[src/rtl/uart_pkg.sv]
// Shared UART definitions: FSM state encoding, frame width and line levels.
package uart_pkg;
   typedef enum logic [1:0] {IDLE, START, DATA, STOP} uart_state_t;
   localparam int   UART_DATA_BITS = 8;
   localparam logic UART_IDLE      = 1'b1;
   localparam logic UART_START     = 1'b0;
endpackage

[src/rtl/uart_rx_if.sv]
// Receiver-side bundle: serial line in, byte and status pulses out.
interface uart_rx_if;
   import uart_pkg::*;
   logic                      rx;
   logic [UART_DATA_BITS-1:0] dout;
   logic                      valid;
   logic                      frame_err;
   logic                      busy;

   modport slave  (input rx,  output dout, output valid, output frame_err, output busy);
   modport master (output rx, input dout,  input valid,  input frame_err,  input busy);
endinterface

[src/rtl/uart_sync2.sv]
// Two-flop synchronizer for an asynchronous single-bit input, reset to RST_VAL.
module uart_sync2 #(
   parameter logic RST_VAL = 1'b0
) (
   input  logic clk,
   input  logic rst_n,
   input  logic d_i,
   output logic q_o
);
   logic [1:0] ff_q;

   always_ff @(posedge clk or negedge rst_n) begin
      if (!rst_n) ff_q <= {2{RST_VAL}};
      else        ff_q <= {ff_q[0], d_i};
   end

   assign q_o = ff_q[1];
endmodule

[src/rtl/uart_rx.sv]
// 8N1 UART receiver: mid-bit sampling via a bit timer, start-glitch rejection,
// stop-bit check with one-cycle valid / frame_err pulses.
module uart_rx
   import uart_pkg::*;
#(
   parameter int CLKS_PER_BIT = 16
) (
   input  logic      clk,
   input  logic      rst_n,
   uart_rx_if.slave  bus
);
   localparam int TW = $clog2(CLKS_PER_BIT);
   localparam int IW = $clog2(UART_DATA_BITS);
   localparam logic [TW-1:0] HALF_END = TW'(CLKS_PER_BIT / 2 - 1);
   localparam logic [TW-1:0] BIT_END  = TW'(CLKS_PER_BIT - 1);
   localparam logic [IW-1:0] IDX_LAST = IW'(UART_DATA_BITS - 1);

   uart_state_t               state_q, state_d;
   logic [TW-1:0]             tmr_q, tmr_d;
   logic [IW-1:0]             idx_q, idx_d;
   logic [UART_DATA_BITS-1:0] sh_q, sh_d, dout_q, dout_d;
   logic                      valid_q, valid_d, ferr_q, ferr_d;
   logic                      rx_s, rx_prev_q;

   uart_sync2 #(.RST_VAL(UART_IDLE)) u_sync (
      .clk   (clk),
      .rst_n (rst_n),
      .d_i   (bus.rx),
      .q_o   (rx_s)
   );

   always_ff @(posedge clk or negedge rst_n) begin
      if (!rst_n) begin
         state_q   <= IDLE;
         tmr_q     <= '0;
         idx_q     <= '0;
         sh_q      <= '0;
         dout_q    <= '0;
         valid_q   <= 1'b0;
         ferr_q    <= 1'b0;
         rx_prev_q <= UART_IDLE;
      end else begin
         state_q   <= state_d;
         tmr_q     <= tmr_d;
         idx_q     <= idx_d;
         sh_q      <= sh_d;
         dout_q    <= dout_d;
         valid_q   <= valid_d;
         ferr_q    <= ferr_d;
         rx_prev_q <= rx_s;
      end
   end

   always_comb begin
      state_d = state_q;
      tmr_d   = tmr_q + 1'b1;
      idx_d   = idx_q;
      sh_d    = sh_q;
      dout_d  = dout_q;
      valid_d = 1'b0;
      ferr_d  = 1'b0;
      case (state_q)
         // Edge-triggered arm: a line stuck low never starts a frame.
         IDLE: begin
            tmr_d = '0;
            if (rx_prev_q == UART_IDLE && rx_s == UART_START) state_d = START;
         end
         START: if (tmr_q == HALF_END) begin
            tmr_d   = '0;
            idx_d   = '0;
            state_d = (rx_s == UART_START) ? DATA : IDLE;
         end
         DATA: if (tmr_q == BIT_END) begin
            tmr_d = '0;
            sh_d  = {rx_s, sh_q[UART_DATA_BITS-1:1]};
            idx_d = idx_q + 1'b1;
            if (idx_q == IDX_LAST) state_d = STOP;
         end
         STOP: if (tmr_q == BIT_END) begin
            tmr_d   = '0;
            state_d = IDLE;
            if (rx_s == UART_IDLE) begin
               dout_d  = sh_q;
               valid_d = 1'b1;
            end else begin
               ferr_d  = 1'b1;
            end
         end
         default: state_d = IDLE;
      endcase
   end

   assign bus.dout      = dout_q;
   assign bus.valid     = valid_q;
   assign bus.frame_err = ferr_q;
   assign bus.busy      = (state_q != IDLE);
endmodule
[src/flat_wrapper.sv]
// flat-port wrapper written by rule: the top's interface ports become plain ports
module uart_rx_flat import uart_pkg::*;
#(
   parameter int CLKS_PER_BIT = 16
)
  (clk, rst_n, bus_rx, bus_dout, bus_valid, bus_frame_err, bus_busy);
  uart_rx_if bus_i ();
  input  logic clk;
  input  logic rst_n;
  input wire logic [$bits(bus_i.rx)-1:0] bus_rx;
  output wire logic [$bits(bus_i.dout)-1:0] bus_dout;
  output wire logic [$bits(bus_i.valid)-1:0] bus_valid;
  output wire logic [$bits(bus_i.frame_err)-1:0] bus_frame_err;
  output wire logic [$bits(bus_i.busy)-1:0] bus_busy;
  assign bus_i.rx = bus_rx;
  assign bus_dout = bus_i.dout;
  assign bus_valid = bus_i.valid;
  assign bus_frame_err = bus_i.frame_err;
  assign bus_busy = bus_i.busy;
  uart_rx #(.CLKS_PER_BIT(CLKS_PER_BIT)) u_core (.clk(clk), .rst_n(rst_n), .bus(bus_i));
endmodule
[config.mk]
export PLATFORM = sky130hd
export DESIGN_NAME = uart_rx_flat
export DESIGN_NICKNAME = d
export VERILOG_FILES = /design/src/rtl/uart_pkg.sv /design/src/rtl/uart_rx_if.sv /design/src/rtl/uart_sync2.sv /design/src/rtl/uart_rx.sv /design/src/flat_wrapper.sv
export SDC_FILE = /design/constraint.sdc
export NUM_CORES = 1
export LEC_CHECK = 0
export ABC_AREA = 1
export CORE_UTILIZATION = 54
export DETAILED_ROUTE_END_ITERATION = 7
export PLACE_DENSITY = 0.85
export REMOVE_ABC_BUFFERS = 1
export SKIP_LAST_GASP = 1
export SLEW_MARGIN = 20
export SYNTH_ARGS = -nofsm -noshare
export SYNTH_HDL_FRONTEND = slang
export SYNTH_SLANG_ARGS = --single-unit
[constraint.sdc]
create_clock -name clk -period 4.2 [get_ports clk]
set_clock_uncertainty 0.2 [all_clocks]
set_input_delay 1.26 -clock clk [delete_from_list [all_inputs] [get_ports clk]]
set_output_delay 1.26 -clock clk [all_outputs]
set_load 0.03 [all_outputs]
Word level (Yosys, flattened, before mapping)
Cells that the tools add are included.

word-level totals
  register bits after elaboration = 30
  word-level logic and storage cells = 51
  bits of input ports = 3

cells by class
  eq/ne operators = 11
  mux-type cells = 19
  reduce and logical (&&, ||, !) cells = 9
  bitwise gates (word level) = 1
  add/subtract/negate cells = 2

operator list
  operator                                        count
  two-way mux 2 bit                               6
  case mux 4 bit (3 select lines)                 1
  != test 2 x 1 -> 1 bit (second input constant)  5
  two-way mux 4 bit                               2
  case mux 2 bit (4 select lines)                 1
  two-way mux 1 bit                               6
  two-way mux 3 bit                               2
  case mux 3 bit (2 select lines)                 1
  AND reduction 3 bit                             2
  AND reduction 5 bit                             1
  adder 4 x 1 -> 4 bit (second input constant)    1
  == test 2 bit (second input constant)           2
  == test 4 x 3 -> 1 bit (second input constant)  1
  == test 4 bit (second input constant)           1
  nonzero test 2 bit                              2
  adder 3 x 1 -> 3 bit (second input constant)    1
  == test 3 bit (second input constant)           1
  == test 2 x 1 -> 1 bit (second input constant)  1
  logical NOT 2 bit                               1
  AND reduction 2 bit                             1
  OR reduction 2 bit                              1
  logical AND 1 bit                               1
  inverter 1 bit                                  1

Longest topological paths before layout
Gate-level depths: netlist (run 1).

  depth after elaboration = 4
  gate-level depth with buffers = 8
  mapped depth without buffers = 8

Modules after synthesis
A second synthesis (run 1) with hierarchy kept.

second synthesis, totals
  cells, all modules = 133
  area total of the unflattened synthesis = 1315.0 sq um

by module, submodules not included
  module      times used  seq. area each (sq um)  cells an instance  area an instance (sq um)
  uart_rx     1           701.9                   131                1262.5
  uart_sync2  1           52.6                    2                  52.6

Least setup slack after synthesis (run 1)
OpenSTA, ideal clock, no wires.

  path type = reg-to-output
  start = register u_core.state_q[0]
  end = output port bus_busy
  cell stages (with the launch flop) = 3
  setup slack = 1.956 ns
  arrival = 0.784 ns
  path buffers = 0
  path through = dfrtp_1 -> nor2_1 -> inv_1

on the way
  longest elaborated chain between the ends = 1

RTL lines
  element                 line                source
  start, declared         uart_rx.sv:18       uart_state_t state_q, state_d;
  start signal, assigned  uart_rx.sv:43       state_q <= state_d;
  nonzero test 2 bit      uart_rx.sv:96       assign bus.busy = (state_q != IDLE);
  end, declared           flat_wrapper.sv:14  output wire logic [$bits(bus_i.busy)-1:0] bus_busy;

No other way between the ends.

Worst setup path after layout (run 1)
Ends and elaborated chain as after synthesis.

==> results of run 1 <==
-- cell families (layout without fill, tap and decap cells) --
kind of cell	count (synthesis)	in the layout	synth area share
fa+ha+maj	3	3	0.0284
simple gates	54	54	0.198
flops	30	30	0.570
buf+inv	21	41	0.0719
compound gates	22	22	0.131
-- state kept, by name (all words and copies together), names as in the netlist, named ones only --
register              cells
u_core.idx_q              3
u_core.state_q            1
u_core.tmr_q              4
u_core.u_sync.ff_q        2
u_core.bus.frame_err      1
u_core.bus.valid          1
u_core.sh_q               8
u_core.rx_prev_q          1
u_core.bus.dout           8
-- layer usage --
metal | vias to the layer above | GRT usage | routed length (um)
met1 | 437 | 0.245 | 952
met5 | - | 0 | 0
met3 | 8 | 0.0614 | 80
met2 | 17 | 0.286 | 996
met4 | 0 | 0.122 | 52
li1 | 448 | - | -
-- cell usage after synthesis (all sizes together) --
cell type / instances / area [um^2]
nand4: 3 / 18.8
dfrtp: 27 / 676
nor3: 1 / 5.00
ha: 3 / 37.5
inv: 18 / 67.6
dfstp: 3 / 78.8
nand3: 6 / 47.6
a21oi: 2 / 10.0
nor2: 7 / 36.3
o21ai: 20 / 164
nand2: 36 / 148
buf: 2 / 22.5
and2: 1 / 6.26
clkinv: 1 / 5.00
-- power by group through the flow --
stage                     clock network [W]  logic [W]  registers, W
final                              0.000178   0.000169      0.000343
after global routing               0.000193   0.000190      0.000347
after CTS                          0.000181   0.000168      0.000342
after detailed placement                  0   0.000167      0.000348
after global placement                    0   0.000161      0.000346
after floorplan                           0   0.000127      0.000343
-- stage by stage --
step / hold slack [ns] / instance area [um^2]
global route: 0.171 / 1530
finish: 0.162 / 1530
global placement: 0.146 / 1470
floorplan: 0.145 / 1300
CTS: 0.165 / 1530
detailed placement: 0.151 / 1470
-- worst max-delay path by stage --
| stage | slack (ns) | endpoint | cells after the start | start |
|---|---|---|---|---|
| 2_1_floorplan | 1.96 | bus_busy | 2 | u_core.state_q[0] |
| 3_3_place_gp | 1.45 | bus_busy | 3 | u_core.state_q[0] |
| 3_5_place_dp | 1.42 | bus_busy | 3 | u_core.state_q[0] |
| 4_1_cts | 1.05 | bus_busy | 3 | u_core.state_q[0] |
| 5_1_grt | 0.97 | bus_busy | 3 | u_core.state_q[0] |
| 6_report | 1.05 | bus_busy | 3 | u_core.state_q[0] |
-- worst max-delay path, stage by stage (launching register included) --
cell and delay [ns]:
dfrtp_1 0.45, nor2_1 0.23, inv_1 0.09, clkdlybuf4s50_1 0.60
-- final cells by class --
class | count | area (um^2)
Tap cell | 28 | 35.0
Clock buffer | 7 | 55.1
Inverter | 19 | 72.6
Timing Repair Buffer | 14 | 138
Multi-Input combinational cell | 79 | 473
Clock inverter | 1 | 5.00
Sequential cell | 30 | 754
Fill cell | 172 | 722
==> results.py, run 1 <==
metrics = {
    "detailed_routing": {
        "post_drt_wl_per_cell_um": 11.7,
        "vias": 910,
        "vias_per_cell": 5.11,
        "antenna_left": 0,
        "drt_iter0_drc": 33,
        "drc": 0,
        "drt_pass1_iterations": 4,
        "drt-total-wl_um": 2080,
    },
    "synth": {
        "synth_area_um2": 1320,
        "avgSynthCellArea_um2": 10.2,
        "yosysWarnings": 0,
        "synth_seq_cells": 30,
        "synthCells": 130,
        "yosysSeqAreaShare": 0.570,
        "yosysUniqueCellTypes": 21,
    },
    "sta": {
        "finalCritPeriodShare": 0.750,
        "drv_slew": 0,
        "fmax_mhz": 318,
        "setup_viol": 0,
        "slew_headroom": 0.754,
        "post-route-min-period_ns": 3.15,
        "rsz0062_at_grt": "false",
        "worst_pin_slew_ns": 0.369,
        "worst_slack_ns": 1.05,
        "hold_violations": 0,
        "setup_tns_ns": 0,
    },
    "worst_hold_path": {
        "min_to": "u_core.u_sync.ff_q[1]",
        "hold_path_depth": 0,
        "hp-class": "reg2reg",
        "hp-start": "u_core.u_sync.ff_q[0]",
    },
    "place": {
        "dpl.hpwl_um": 1470,
        "gp_congestion": 0.773,
        "place_ws_ns": 1.42,
        "port-buffer-count": 13,
        "place_inst": 170,
    },
    "setup_path": {
        "end_kind": "output pin",
        "crit_required_ns": 2.74,
        "critPathArrivalTime_ns": 1.69,
        "r2r_start": "u_core.tmr_q[0]",
        "criticalPathCategory": "reg2out",
        "path_max_fanout": 5,
        "startpoint_type": "register",
        "reg2reg_slack_ns": 2.44,
        "rr_endpoint": "u_core.idx_q[0]",
        "r2r_cells": 8,
    },
    "cts": {
        "root_buffer": "clkbuf_4",
        "cts_buffer_depth": 2,
        "postCtsHoldBufs": 0,
        "cts-htree-levels": 2,
        "cts.sinks": 30,
        "post_cts_resized": 0,
        "cts_buffers": 5,
        "postCtsSetupBuffers": 0,
        "clock_latency_ns": 0.33,
        "cts_tree": "done",
        "clkSlewWorstSetupHoldPaths_ns": 0.10,
    },
    "global_route": {
        "grt_first_pass_wirelength_um": 3530,
        "antenna_found_initial": 0,
        "grt.total_usage": 0.193,
        "overflow": 0,
        "first_global_vias": 805,
        "grt_max_degree": 31,
    },
    "pwr": {
        "p_total_w": 0.000690,
        "sw_frac_of_total": 0.341,
        "pwr-share-seq": 0.497,
        "leakagePower_nw": 0.744,
        "switchingPower_w": 0.000235,
        "p_clk_frac": 0.258,
        "intPower_w": 0.000455,
        "vdd_drop_max_mv": 0.308,
        "combPwrFrac": 0.244,
        "powerDensity_nw_per_um2": 450,
    },
    "die": {
        "io_pins": 14,
        "core_region_area_um2": 2250,
        "initial_utilization": 0.587,
        "rows": 17,
        "die_area_um2": 2650,
        "die-width_um": 51.5,
        "die_h_um": 51.5,
    },
    "finish": {
        "layout-drive-gt1-share": 0.240,
        "final_core_utilization": 0.680,
        "fin_nets": 155,
        "syn2layout_area_growth_pct": 15.9,
        "post_layout_nonfiller_instances": 178,
        "antenna_cells": 0,
        "mostFrequentLayoutCell": "nand2_1",
        "layout_common_cells": "nand2_1 (33), dfrtp_1 (27), inv_1 (18), o21ai_2 (17), clkdlybuf4s50_1 (13)",
    },
    "job": {
        "drv_cap": 0,
    },
    "run_status": {
        "status": "completed",
    },
}
No activity file was read; power rests on OpenSTA's default activity.
==> run 2, diff against run 1 <==
- CORE_UTILIZATION: 54 -> 49
- PLACE_DENSITY: 0.85 -> 0.81
- clock period: 4.2 -> 2.76 ns (I/O delays scaled with it)
==> run 2 against run 1 <==
Net effect:
- worst setup slack worse by 0.69 ns
- clock power is 51% higher
- die area is 9.8% higher
- critical path depth stayed put
- global-route usage is 0.38 points lower
- critical endpoint unchanged
==> results.py, run 2 (synthesized netlist as in run 1, its figures left out) <==
metrics = {
    "place": {
        "gp_congestion": 0.965,
        "dpl.hpwl_um": 1470,
        "port-buffer-count": 13,
        "place_inst": 172,
    },
    "detailed_routing": {
        "vias_per_cell": 5.02,
        "vias": 903,
        "drc": 0,
        "drt_iter0_drc": 28,
        "antenna_left": 0,
        "drt-total-wl_um": 2110,
        "post_drt_wl_per_cell_um": 11.7,
        "drt_pass1_iterations": 4,
    },
    "sta": {
        "whs_ns": 0.163,
        "setup_tns_ns": 0,
        "worst_pin_slew_ns": 0.371,
        "finalCritPeriodShare": 0.870,
        "setup_viol": 0,
        "hold_violations": 0,
        "drv_slew": 0,
        "slew_headroom": 0.753,
        "rsz0062_at_grt": "false",
        "fmax_mhz": 417,
        "post-route-min-period_ns": 2.40,
    },
    "pwr": {
        "vdd_drop_max_mv": 0.730,
        "powerDensity_nw_per_um2": 687,
        "leakagePower_nw": 0.750,
    },
    "setup_path": {
        "crit_required_ns": 1.73,
        "path_max_fanout": 5,
        "criticalPathCategory": "reg2out",
        "critPathArrivalTime_ns": 1.37,
        "startpoint_type": "register",
        "end_kind": "output pin",
    },
    "finish": {
        "layout_common_cells": "nand2_1 (33), dfrtp_1 (27), inv_1 (18), o21ai_2 (17), clkdlybuf4s50_1 (12)",
        "antenna_cells": 0,
        "post_layout_nonfiller_instances": 180,
        "multi_input_area_um2": 473,
        "seq_area_um2": 754,
        "layout-drive-gt1-share": 0.240,
        "fin_nets": 155,
        "syn2layout_area_growth_pct": 16.3,
        "mostFrequentLayoutCell": "nand2_1",
        "fill_cells": 223,
    },
    "die": {
        "die-width_um": 54.0,
        "core_region_area_um2": 2520,
        "initial_utilization": 0.524,
        "rows": 18,
        "io_pins": 14,
        "die_h_um": 54.0,
        "die_area_um2": 2910,
    },
    "cts": {
        "cts.sinks": 30,
        "postCtsHoldBufs": 0,
        "cts_buffer_depth": 2,
        "postCtsSetupBuffers": 0,
        "cts_buffers": 5,
        "root_buffer": "clkbuf_4",
        "clkSlewWorstSetupHoldPaths_ns": 0.09,
        "clock_latency_ns": 0.33,
        "cts-htree-levels": 2,
        "cts_tree": "done",
    },
    "global_route": {
        "antenna_found_initial": 0,
        "grt.total_usage": 0.189,
        "grt_max_degree": 31,
        "grt_first_pass_wirelength_um": 3730,
        "overflow": 0,
        "first_global_vias": 894,
    },
    "worst_hold_path": {
        "hp-class": "reg2reg",
    },
    "job": {
        "drv_cap": 0,
    },
    "run_status": {
        "status": "completed",
    },
}
run 2: changes by cell type in the layout (fill, tap and decap cells not counted):
cell | previous run | this run
dlymetal6s2s_1 | 0 | 1
clkdlybuf4s50_1 | 13 | 12
run 2: area by class of cell:
cell class	instances	area share
Clock buffer	7	0.0358
Sequential cell	30	0.491
Clock inverter	1	0.00325
Timing Repair Buffer	14	0.0911
Multi-Input combinational cell	79	0.308
Inverter	19	0.0472
Tap cell	30	0.0244
run 2: timing repair:
| action | in CTS | in global routing |
|---|---|---|
| endpoints found under the hold margin | 0 | 0 |
| gates resized for setup | 0 | 1 |
| setup endpoints to repair | 0 | 1 |
run 2: final timing paths:
kind	from	to	slack [ns]	depth (start not counted)
max in group asynchronous	rst_n	u_core.u_sync.ff_q[0]	1.36	2
min in group asynchronous	rst_n	u_core.bus.dout[0]	0.68	2
setup reg to reg	u_core.tmr_q[0]	u_core.idx_q[0]	1.02	8
hold reg to reg	u_core.u_sync.ff_q[0]	u_core.u_sync.ff_q[1]	0.16	0
hold / removal	u_core.u_sync.ff_q[0]	u_core.u_sync.ff_q[1]	0.16	0
setup / recovery	u_core.state_q[0]	bus_busy	0.36	3
run 2: where the power goes:
group          switching [W]  internal, W
Combinational       0.000173    0.0000887
Clock               0.000146     0.000123
Sequential         0.0000458     0.000479
run 2: critical path, stage by stage, from the launching register on:
cell	delay, ns
dfrtp_1	0.46
nor2_1	0.25
inv_1	0.08
dlymetal6s2s_1	0.25
run 2: per-stage QoR:
stage	power (W)	worst slack, ns	util	area [um^2]
2_1_floorplan	0.000715	0.948	-	1300
3_3_place_gp	0.000772	0.442	0.585	1480
3_5_place_dp	0.000789	0.384	0.585	1480
4_1_cts	0.00106	0.00481	0.609	1540
5_1_grt	0.00112	0.287	0.610	1540
6_report	0.00106	0.360	0.610	1540
run 2: layer usage:
metal | routed length [um] | share of wire | vias up | track usage
met1 | 910 | 0.43 | 417 | 0.214
met3 | 131 | 0.062 | 5 | 0.0763
li1 | - | - | 449 | -
met4 | 42 | 0.020 | 0 | 0.0877
met2 | 1030 | 0.49 | 32 | 0.311
met5 | 0 | 0 | - | 0
==> run 3, diff against run 2 <==
- CORE_UTILIZATION: 49 -> 46
- PLACE_DENSITY: 0.81 -> 0.78
==> run 3 against run 2 <==
Net effect:
- utilization is 4.0 points lower
- worst setup slack worse by 0.0037 ns
- register-to-register slack worse by 0.03 ns
- clock-buffer cell count is 1 higher
==> results.py, run 3 (synthesized netlist as in run 1, its figures left out) <==
metrics = {
    "run_status": {
        "status": "completed",
    },
    "pwr": {
        "powerDensity_nw_per_um2": 707,
        "leakagePower_nw": 0.759,
        "vdd_drop_max_mv": 0.645,
    },
    "worst_hold_path": {
        "hp-start": "u_core.u_sync.ff_q[0]",
        "hp-class": "reg2reg",
    },
    "die": {
        "core_region_area_um2": 2730,
        "die_area_um2": 3090,
        "die-width_um": 55.6,
        "rows": 19,
        "initial_utilization": 0.484,
        "die_h_um": 55.6,
        "io_pins": 14,
    },
    "job": {
        "drv_cap": 0,
    },
    "cts": {
        "clkSlewWorstSetupHoldPaths_ns": 0.08,
        "postCtsSetupBuffers": 0,
        "post_cts_resized": 0,
        "root_buffer": "clkbuf_4",
        "cts.sinks": 30,
        "cts-htree-levels": 2,
        "postCtsHoldBufs": 0,
        "cts_buffer_depth": 2,
        "clock_latency_ns": 0.32,
        "cts_tree": "done",
        "cts_buffers": 5,
    },
    "finish": {
        "mostFrequentLayoutCell": "nand2_1",
        "layout-drive-gt1-share": 0.247,
        "layout_common_cells": "nand2_1 (33), dfrtp_1 (27), inv_1 (18), o21ai_2 (17), clkdlybuf4s50_1 (12)",
        "antenna_cells": 0,
        "fin_nets": 155,
        "stdcell_area_um2": 1560,
        "syn2layout_area_growth_pct": 17.8,
    },
    "setup_path": {
        "path_buf_inv": 1,
        "cpPeakStageDelay_ns": 0.68,
        "slowest_stage": "clkdlybuf4s50_1",
        "critPathArrivalTime_ns": 1.38,
        "criticalPathCategory": "reg2out",
        "r2r_start": "u_core.tmr_q[0]",
        "end_kind": "output pin",
        "cp_top_family": "buffers and inverters",
        "path_cells": "clkdlybuf4s50_1",
        "path_max_fanout": 2,
        "critical_path.startpoint": "u_core.bus.dout[7]",
        "startpoint_type": "register",
        "crit_required_ns": 1.73,
    },
    "sta": {
        "hold_violations": 0,
        "drv_slew": 0,
        "slew_headroom": 0.757,
        "finalCritPeriodShare": 0.871,
        "rsz0062_at_grt": "false",
        "post-route-min-period_ns": 2.40,
        "worst_slack_ns": 0.356,
        "fmax_mhz": 416,
        "setup_tns_ns": 0,
        "setup_viol": 0,
        "worst_pin_slew_ns": 0.365,
    },
    "global_route": {
        "antenna_found_initial": 0,
        "overflow": 0,
        "grt_first_pass_wirelength_um": 4040,
        "first_global_vias": 932,
        "grt_max_degree": 31,
        "grt.total_usage": 0.172,
    },
    "place": {
        "gp_congestion": 0.863,
        "place_ws_ns": 0.413,
        "dpl.hpwl_um": 1560,
        "placed_area_um2": 1480,
        "port-buffer-count": 13,
    },
    "detailed_routing": {
        "drc": 0,
        "post_drt_wl_per_cell_um": 11.8,
        "vias_per_cell": 5.07,
        "drt-total-wl_um": 2140,
        "drt_iter0_drc": 19,
        "antenna_left": 0,
        "vias": 917,
        "drt_pass1_iterations": 4,
    },
}
## run 3: worst paths after layout
kind	endpoint	slack [ns]	depth (start not counted)
worst min-delay path	u_core.u_sync.ff_q[1]	0.16	0
min in group asynchronous	u_core.bus.dout[3]	0.68	2
max in group asynchronous	u_core.u_sync.ff_q[1]	1.36	2
worst max-delay path	bus_dout[7]	0.36	1
worst max register to register	u_core.idx_q[0]	0.99	8
worst min register to register	u_core.u_sync.ff_q[1]	0.16	0
## run 3: cell type report
class,count,area (um^2)
flip-flops and latches,30,754
multi-input cells,79,473
inverters,19,72.6
well taps,31,38.8
clock buffers,8,78.8
fillers,215,1180
repair buffers,14,140
## run 3: per-stage QoR
stage / total power (W) / util / hold WS, ns / instances
global placement: 0.000770 / 0.540 / 0.146 / 173
CTS: 0.00111 / 0.569 / 0.160 / 181
floorplan: 0.000715 / - / 0.145 / 128
global route: 0.00117 / 0.570 / 0.170 / 181
detailed placement: 0.000790 / 0.540 / 0.147 / 173
finish: 0.00110 / 0.570 / 0.162 / 181
## run 3: metal layers
metal	up-vias	GRT usage	share of wire
met5	-	0	0
met4	0	0.0750	0.023
met3	6	0.0512	0.037
met2	20	0.296	0.50
met1	440	0.198	0.44
li1	451	-	-
## run 3: where the power goes
part / internal [W] / switching, W
Sequential: 0.000479 / 0.0000433
Clock: 0.000174 / 0.000144
Combinational: 0.0000893 / 0.000172
